[config.mk]
export PLATFORM = sky130hd
export DESIGN_NAME = sb_rx_pkt_decoder
export DESIGN_NICKNAME = d
export VERILOG_FILES = /design/src/rtl/sb_rx_pkg.sv /design/src/rtl/sb_rx_beat_timer.sv /design/src/rtl/sb_rx_pkt_decoder.sv
export SDC_FILE = /design/constraint.sdc
export NUM_CORES = 1
export LEC_CHECK = 0
export CAP_MARGIN = 20
export CORE_MARGIN = 2
export CORE_UTILIZATION = 48
export DETAILED_ROUTE_END_ITERATION = 8
export GPL_ROUTABILITY_DRIVEN = 0
export PLACE_DENSITY_LB_ADDON = 0.15
export SETUP_SLACK_MARGIN = 0.4
export SYNTH_ARGS = -nofsm -noshare
export SYNTH_HDL_FRONTEND = slang
export SYNTH_HIERARCHICAL = 1
export SYNTH_SLANG_ARGS = --single-unit
export TNS_END_PERCENT = 5
[constraint.sdc]
create_clock -name i_clk -period 3.6 [get_ports i_clk]
set_input_delay 0.36 -clock i_clk [delete_from_list [all_inputs] [get_ports i_clk]]
set_output_delay 0.36 -clock i_clk [all_outputs]
set_load 0.01 [all_outputs]
[src/rtl/sb_rx_pkg.sv]
// Shared types, opcode table and field positions for the sideband RX decoder.
package sb_rx_pkg;

    typedef enum logic [1:0] {
        ST_HUNT,
        ST_WAIT_HDR,
        ST_DATA,
        ST_DROP
    } sb_rx_state_e;

    localparam logic [4:0] OPC_NODATA = 5'b10010;
    localparam logic [4:0] OPC_D64    = 5'b11011;
    localparam logic [4:0] OPC_D128   = 5'b11100;

    localparam int OPC_LSB     = 0;
    localparam int OPC_MSB     = 4;
    localparam int MSGCODE_LSB = 14;
    localparam int MSGCODE_MSB = 17;
    localparam logic [3:0] MSGCODE_RSP = 4'hA;

    localparam int MAX_PKT_W = 128;

    function automatic logic [2:0] beats_for_opcode(input logic [4:0] opc);
        logic [2:0] n;
        case (opc)
            OPC_D64:  n = 3'd1;
            OPC_D128: n = 3'd2;
            default:  n = 3'd0;
        endcase
        return n;
    endfunction

    // Alternating 1010... pattern, MSB first, for any width up to MAX_PKT_W.
    function automatic logic [MAX_PKT_W-1:0] sb_pattern(input int w);
        logic [MAX_PKT_W-1:0] p;
        for (int i = 0; i < MAX_PKT_W; i++) begin
            p[i] = (i % 2 == 1) && (i < w);
        end
        return p;
    endfunction

endpackage

[src/rtl/sb_rx_beat_timer.sv]
// Loadable down-counter; flags expiry while running at zero without a reload.
module sb_rx_beat_timer
#(
    parameter int unsigned LOAD_VAL = 255
)
(
    input  logic i_clk,
    input  logic i_rst,
    input  logic i_load,
    input  logic i_run,
    output logic o_expired
);

    localparam int unsigned CNT_W = $clog2(LOAD_VAL + 1);

    logic [CNT_W-1:0] count_q, count_d;

    always_comb begin
        count_d = count_q;
        if (i_load) begin
            count_d = CNT_W'(LOAD_VAL);
        end else if (i_run && count_q != '0) begin
            count_d = count_q - CNT_W'(1);
        end
    end

    always_ff @(posedge i_clk) begin
        if (i_rst) begin
            count_q <= '0;
        end else begin
            count_q <= count_d;
        end
    end

    assign o_expired = i_run && !i_load && (count_q == '0);

endmodule

[src/rtl/sb_rx_pkt_decoder.sv]
// Sideband RX decoder: pattern lock, header/data split, parity and timeout checks.
//   state       | meaning
//   ST_HUNT     | counting consecutive training-pattern words
//   ST_WAIT_HDR | locked, next non-pattern word is a header
//   ST_DATA     | delivering data beats of the current message
//   ST_DROP     | consuming remaining beats of a rejected message
module sb_rx_pkt_decoder
    import sb_rx_pkg::*;
#(
    parameter int unsigned PKT_W          = 64,
    parameter int unsigned PATTERN_REQ    = 2,
    parameter int unsigned MAX_DATA_BEATS = 2,
    parameter int unsigned TIMEOUT_CYC    = 255,
    parameter int unsigned ERR_CNT_W      = 8
)
(
    input  logic                 i_clk,
    input  logic                 i_rst,
    input  logic                 i_word_valid,
    input  logic [PKT_W-1:0]     i_word,
    input  logic                 i_ltsm_in_reset,
    output logic                 o_pattern_lock,
    output logic                 o_hdr_valid,
    output logic [PKT_W-1:0]     o_hdr,
    output logic                 o_data_valid,
    output logic [PKT_W-1:0]     o_data,
    output logic                 o_data_last,
    output logic                 o_msg_valid,
    output logic                 o_rsp_delivered,
    output logic                 o_parity_error,
    output logic                 o_timeout_error,
    output logic [ERR_CNT_W-1:0] o_err_cnt
);

    localparam logic [MAX_PKT_W-1:0] PAT_FULL = sb_pattern(int'(PKT_W));
    localparam logic [PKT_W-1:0]     PATTERN  = PAT_FULL[PKT_W-1:0];

    sb_rx_state_e         state_q, state_d;
    logic [3:0]           pat_cnt_q, pat_cnt_d;
    logic [2:0]           beats_q, beats_d;
    logic                 dp_q, dp_d;
    logic                 lock_q, lock_d;
    logic [PKT_W-1:0]     hdr_q, hdr_d, data_q, data_d;
    logic                 hdr_v_q, hdr_v_d, data_v_q, data_v_d, last_q, last_d;
    logic                 msg_q, msg_d, rsp_q, rsp_d, perr_q, perr_d, tout_q, tout_d;
    logic [ERR_CNT_W-1:0] err_q, err_d;

    logic       is_pat, hdr_par_ok, data_par_ok, is_rsp, expired;
    logic [2:0] opc_beats;

    assign is_pat      = (i_word == PATTERN);
    assign hdr_par_ok  = ~^i_word[PKT_W-2:0];
    assign data_par_ok = ~^{i_word, dp_q};
    assign is_rsp      = (i_word[MSGCODE_MSB:MSGCODE_LSB] == MSGCODE_RSP);
    assign opc_beats   = beats_for_opcode(i_word[OPC_MSB:OPC_LSB]);

    sb_rx_beat_timer #(.LOAD_VAL(TIMEOUT_CYC)) u_timer (
        .i_clk     (i_clk),
        .i_rst     (i_rst),
        .i_load    (i_word_valid),
        .i_run     (state_q inside {ST_DATA, ST_DROP}),
        .o_expired (expired)
    );

    always_comb begin
        state_d   = state_q;
        pat_cnt_d = pat_cnt_q;
        beats_d   = beats_q;
        dp_d      = dp_q;
        lock_d    = lock_q;
        hdr_d     = hdr_q;
        data_d    = data_q;
        hdr_v_d   = 1'b0;
        data_v_d  = 1'b0;
        last_d    = 1'b0;
        msg_d     = 1'b0;
        rsp_d     = 1'b0;
        perr_d    = 1'b0;
        tout_d    = 1'b0;
        unique case (state_q)
            ST_HUNT: begin
                if (i_word_valid) begin
                    if (!is_pat) begin
                        pat_cnt_d = '0;
                    end else if (pat_cnt_q == 4'(PATTERN_REQ - 1)) begin
                        pat_cnt_d = '0;
                        lock_d    = 1'b1;
                        state_d   = ST_WAIT_HDR;
                    end else begin
                        pat_cnt_d = pat_cnt_q + 4'd1;
                    end
                end
            end
            ST_WAIT_HDR: begin
                if (i_word_valid && !is_pat) begin
                    dp_d = i_word[PKT_W-1];
                    if (!hdr_par_ok || opc_beats > 3'(MAX_DATA_BEATS)) begin
                        perr_d = 1'b1;
                        if (opc_beats != '0) begin
                            beats_d = opc_beats;
                            state_d = ST_DROP;
                        end
                    end else begin
                        hdr_v_d = 1'b1;
                        hdr_d   = i_word;
                        rsp_d   = is_rsp;
                        if (opc_beats == '0) begin
                            msg_d = 1'b1;
                        end else begin
                            beats_d = opc_beats;
                            state_d = ST_DATA;
                        end
                    end
                end
            end
            ST_DATA, ST_DROP: begin
                if (i_word_valid) begin
                    beats_d = beats_q - 3'd1;
                    if (state_q == ST_DATA && data_par_ok) begin
                        data_v_d = 1'b1;
                        data_d   = i_word;
                        last_d   = (beats_q == 3'd1);
                        msg_d    = (beats_q == 3'd1);
                    end else if (state_q == ST_DATA) begin
                        perr_d = 1'b1;
                    end
                    state_d = (beats_q == 3'd1) ? ST_WAIT_HDR : state_d;
                    if (state_q == ST_DATA && !data_par_ok && beats_q != 3'd1) begin
                        state_d = ST_DROP;
                    end
                end else if (expired) begin
                    tout_d  = 1'b1;
                    beats_d = '0;
                    state_d = ST_WAIT_HDR;
                end
            end
            default: state_d = ST_HUNT;
        endcase
        // LTSM reset overrides whatever the word would have done.
        if (i_ltsm_in_reset) begin
            state_d   = ST_HUNT;
            pat_cnt_d = '0;
            beats_d   = '0;
            lock_d    = 1'b0;
            dp_d      = dp_q;
            hdr_d     = hdr_q;
            data_d    = data_q;
            hdr_v_d   = 1'b0;
            data_v_d  = 1'b0;
            last_d    = 1'b0;
            msg_d     = 1'b0;
            rsp_d     = 1'b0;
            perr_d    = 1'b0;
            tout_d    = 1'b0;
        end
        err_d = err_q;
        if ((perr_d || tout_d) && err_q != '1) begin
            err_d = err_q + ERR_CNT_W'(1);
        end
    end

    always_ff @(posedge i_clk) begin
        if (i_rst) begin
            state_q   <= ST_HUNT;
            pat_cnt_q <= '0;
            beats_q   <= '0;
            dp_q      <= 1'b0;
            lock_q    <= 1'b0;
            hdr_q     <= '0;
            data_q    <= '0;
            hdr_v_q   <= 1'b0;
            data_v_q  <= 1'b0;
            last_q    <= 1'b0;
            msg_q     <= 1'b0;
            rsp_q     <= 1'b0;
            perr_q    <= 1'b0;
            tout_q    <= 1'b0;
            err_q     <= '0;
        end else begin
            state_q   <= state_d;
            pat_cnt_q <= pat_cnt_d;
            beats_q   <= beats_d;
            dp_q      <= dp_d;
            lock_q    <= lock_d;
            hdr_q     <= hdr_d;
            data_q    <= data_d;
            hdr_v_q   <= hdr_v_d;
            data_v_q  <= data_v_d;
            last_q    <= last_d;
            msg_q     <= msg_d;
            rsp_q     <= rsp_d;
            perr_q    <= perr_d;
            tout_q    <= tout_d;
            err_q     <= err_d;
        end
    end

    assign o_pattern_lock  = lock_q;
    assign o_hdr_valid     = hdr_v_q;
    assign o_hdr           = hdr_q;
    assign o_data_valid    = data_v_q;
    assign o_data          = data_q;
    assign o_data_last     = last_q;
    assign o_msg_valid     = msg_q;
    assign o_rsp_delivered = rsp_q;
    assign o_parity_error  = perr_q;
    assign o_timeout_error = tout_q;
    assign o_err_cnt       = err_q;

endmodule

==> impl_metrics.env <==
export IMPL_status="completed"
export IMPL_stdcell_area_um2=10900
export IMPL_rr_worst_depth=6
export IMPL_num_nets_final=1143
export IMPL_cts_hold_buffers_added=0
export IMPL_cts_setup_buffers=0
export IMPL_crit_start="i_word[7]"
export IMPL_drtPass1Iterations=5
export IMPL_setup_tns_final_ns=0
export IMPL_worst_slew_pin_slew_ns=0.743
export IMPL_cap_violations=0
export IMPL_route_detailed_drc=0
export IMPL_die_y_um=130
export IMPL_cts_sinks=162
export IMPL_hold_path_class="input pin to flip-flop"
export IMPL_yosysSeqAreaShare_pct=42.5
export IMPL_grt_pass1_vias=5992
export IMPL_hold_viol_final=0
export IMPL_htree_levels=4
export IMPL_synth_edf_count=0
export IMPL_clock_latency_ns=0.44
export IMPL_r2r_start="u_timer/count_q[2]"
export IMPL_worstSetupStartpointType="input pin"
export IMPL_hold_end="o_hdr[9]"
export IMPL_switching_share_pct=27.6
export IMPL_finalSetupViolations=0
export IMPL_path_class="input pin to flip-flop"
export IMPL_rsz0062_at_grt="false"
export IMPL_cts_resized=0
export IMPL_syn_nets=904
export IMPL_syn_area_per_cell_um2=9.59
export IMPL_fp_dieW_um=130
export IMPL_grt_pass1_wl_um=31800
export IMPL_slew_violations=0
export IMPL_switching_power_mw=1.31
export IMPL_synthCells=796
export IMPL_ys_types=51
export IMPL_dpl_instance_area_um2=10300
export IMPL_wl_per_cell_um=16.2
export IMPL_start_util_pct=48.6
export IMPL_ys_ff_latch=162
export IMPL_ios=212
export IMPL_synth_flop_cell="dfxtp_1"
export IMPL_grt_antenna_before_repair=0
export IMPL_hold_depth=2
export IMPL_dr_first_iter_drc_count=349
export IMPL_end_kind="flip-flop"
export IMPL_yosys_area_top_type="dfxtp_1"
export IMPL_pwr_share_seq_pct=38.1
export IMPL_async_reset_ff_share_pct=0
export IMPL_synth_top_cell_area_share_pct=42.5
export IMPL_syn_to_final_growth_pct=42.2
export IMPL_skew_ns=0.0112
export IMPL_hpwl_um=15000
export IMPL_vias=6328
export IMPL_worstPathArrival_ns=3.35
export IMPL_ir_worst_vdd_uv=554
export IMPL_required_ns=3.95
export IMPL_power_frac_comb_pct=23.0
export IMPL_p_clk_share_pct=38.9
export IMPL_grt_max_degree=83
export IMPL_reg2reg_slack_ns=0.90
export IMPL_row_count=46
export IMPL_diodes=0
export IMPL_hold_start="i_rst"
export IMPL_core_area_um2=15700
export IMPL_dieArea_um2=16900
export IMPL_min_period_over_period_pct=83.2
export IMPL_fmax_mhz=334
export IMPL_cp_max_fo=11
export IMPL_power_leakage_nw=4.48
export IMPL_totalWireLength_um=20400
export IMPL_cts_made_buffers=17
export IMPL_synthTopCellsByArea="dfxtp_1, mux2i_1, xnor2_1"
export IMPL_place_ws_ns=0.110
export IMPL_min_period_ns=2.99
export IMPL_clockRootBuffer="clkbuf_16"
export IMPL_drive_gt1_share_pct=8.30
export IMPL_clk_pin_slew_ns=0.06
export IMPL_final_core_util_pct=69.1
export IMPL_cts_buffer_depth=2
export IMPL_vias_per_cell=5.01
export IMPL_p_int_mw=3.43
export IMPL_synth_area_um2=7640
export IMPL_hold_ws_ns=0.453
export IMPL_grt_usage_pct=24.3
export IMPL_regToRegEndpoint="o_err_cnt[5]"
export IMPL_p_per_area_nw_per_um2=436
export IMPL_finalWorstSetupSlack_ns=0.605
export IMPL_drtAntennaViolNets=0
export IMPL_cts_tree="done"
export IMPL_grt_overflow_total=0
export IMPL_maxSlewHeadroom_pct=50.5
export IMPL_numPortBuffers=211
export IMPL_yosysWarnings=6
==> synthesized netlist by cell type, types with 6 or more instances <==
master	number
a21oi_1	19
buf_2	7
buf_4	6
clkbuf_1	21
dfxtp_1	162
ha_1	40
inv_1	41
mux2i_1	130
nand2_1	15
nand3_1	13
nand4_1	10
nor2_1	148
nor3_1	10
o21ai_0	13
or3_1	6
xnor2_1	81
xor2_1	12
==> cells in the final DEF, fill, tap and decap left out, drive strengths merged, types with 3 or more instances in the layout <==
| cell | instances |
|---|---|
| inv | 42 |
| nand2b | 4 |
| a211oi | 3 |
| and3 | 4 |
| a21oi | 19 |
| nor3 | 10 |
| xnor2 | 81 |
| nand3 | 13 |
| buf | 48 |
| nor2 | 149 |
| o21ai | 14 |
| nand2 | 15 |
| or3 | 7 |
| clkdlybuf4s50 | 210 |
| clkinv | 6 |
| nor2b | 4 |
| bufinv | 3 |
| mux2i | 130 |
| a31oi | 3 |
| dfxtp | 162 |
| nor4 | 5 |
| nand4 | 10 |
| a311oi | 3 |
| clkbuf | 20 |
| or4 | 5 |
| xor2 | 12 |
| ha | 40 |
==> cell type report <==
cell class / count / area [µm²]
clock inverters: 12 / 159
clock buffers: 20 / 437
repair buffers: 258 / 2520
inverters: 41 / 154
flip-flops and latches: 162 / 3240
fillers: 1278 / 4850
well taps: 216 / 270
multi-input cells: 555 / 4070
==> critical path, cell delays in order <==
cell,delay (ns)
clkdlybuf4s50_1,0.54
buf_4,0.20
xnor2_1,0.18
xnor2_1,0.15
xnor2_1,0.15
xnor2_1,0.14
xnor3_1,0.42
xnor2_1,0.13
buf_4,0.16
o221a_1,0.37
or3_1,0.38
a21oi_1,0.16
==> logic make-up (layout without fill, tap and decap cells) <==
logic type,after synthesis,after routing,synth area share (%)
adder cells (fa/ha/maj),40,40,6.55
buffers and inverters,79,331,4.41
XOR/XNOR,94,94,11.0
AND/OR/NAND/NOR,234,234,13.7
flip-flops,162,162,42.5
multiplexers,130,130,17.0
AO/OA/AOI/OAI,57,57,4.83
==> state kept, by name, indices dropped and copies added, names as in the netlist <==
signal and count:
o_data 64, o_hdr 64, o_err_cnt 8, u_timer/count_q 8, pat_cnt_q 4, beats_q 3
state_q 2, dp_q 1, o_data_last 1, o_data_valid 1, o_hdr_valid 1, o_msg_valid 1
o_parity_error 1, o_pattern_lock 1, o_rsp_delivered 1, o_timeout_error 1
==> power groups by stage <==
stage / Sequential [mW] / Combinational, mW / Clock (mW)
after floorplan: 1.84 / 0.643 / 0
after global placement: 1.85 / 1.07 / 0
after detailed placement: 1.85 / 1.08 / 0
after CTS: 1.81 / 1.08 / 1.88
after global routing: 1.81 / 1.18 / 1.95
final: 1.81 / 1.09 / 1.84
==> routing by layer <==
metal / vias up / global-route usage [%] / routed length [µm] / share of wire [%]
met5: - / 0 / 0 / 0
met1: 2966 / 31.9 / 9390 / 46
met4: 0 / 8.54 / 402 / 2.0
li1: 3169 / - / - / -
met3: 33 / 6.85 / 1150 / 5.6
met2: 160 / 38.5 / 9490 / 46
==> worst max path at each step <==
stage	end	slack (ns)	cells past startpoint
2_1_floorplan	o_hdr[10]	0.94	12
3_3_place_gp	o_hdr[2]	0.15	12
3_5_place_dp	o_hdr[59]	0.11	12
4_1_cts	o_hdr[7]	0.49	12
5_1_grt	o_err_cnt[2]	0.43	10
6_report	o_err_cnt[5]	0.61	12
==> stage by stage <==
step / instances / total power, mW
final: 1264 / 4.74
after global routing: 1264 / 4.93
after CTS: 1263 / 4.77
after detailed placement: 1231 / 2.92
after global placement: 1231 / 2.91
after floorplan: 796 / 2.49
(Power assumes the default switching activity.)
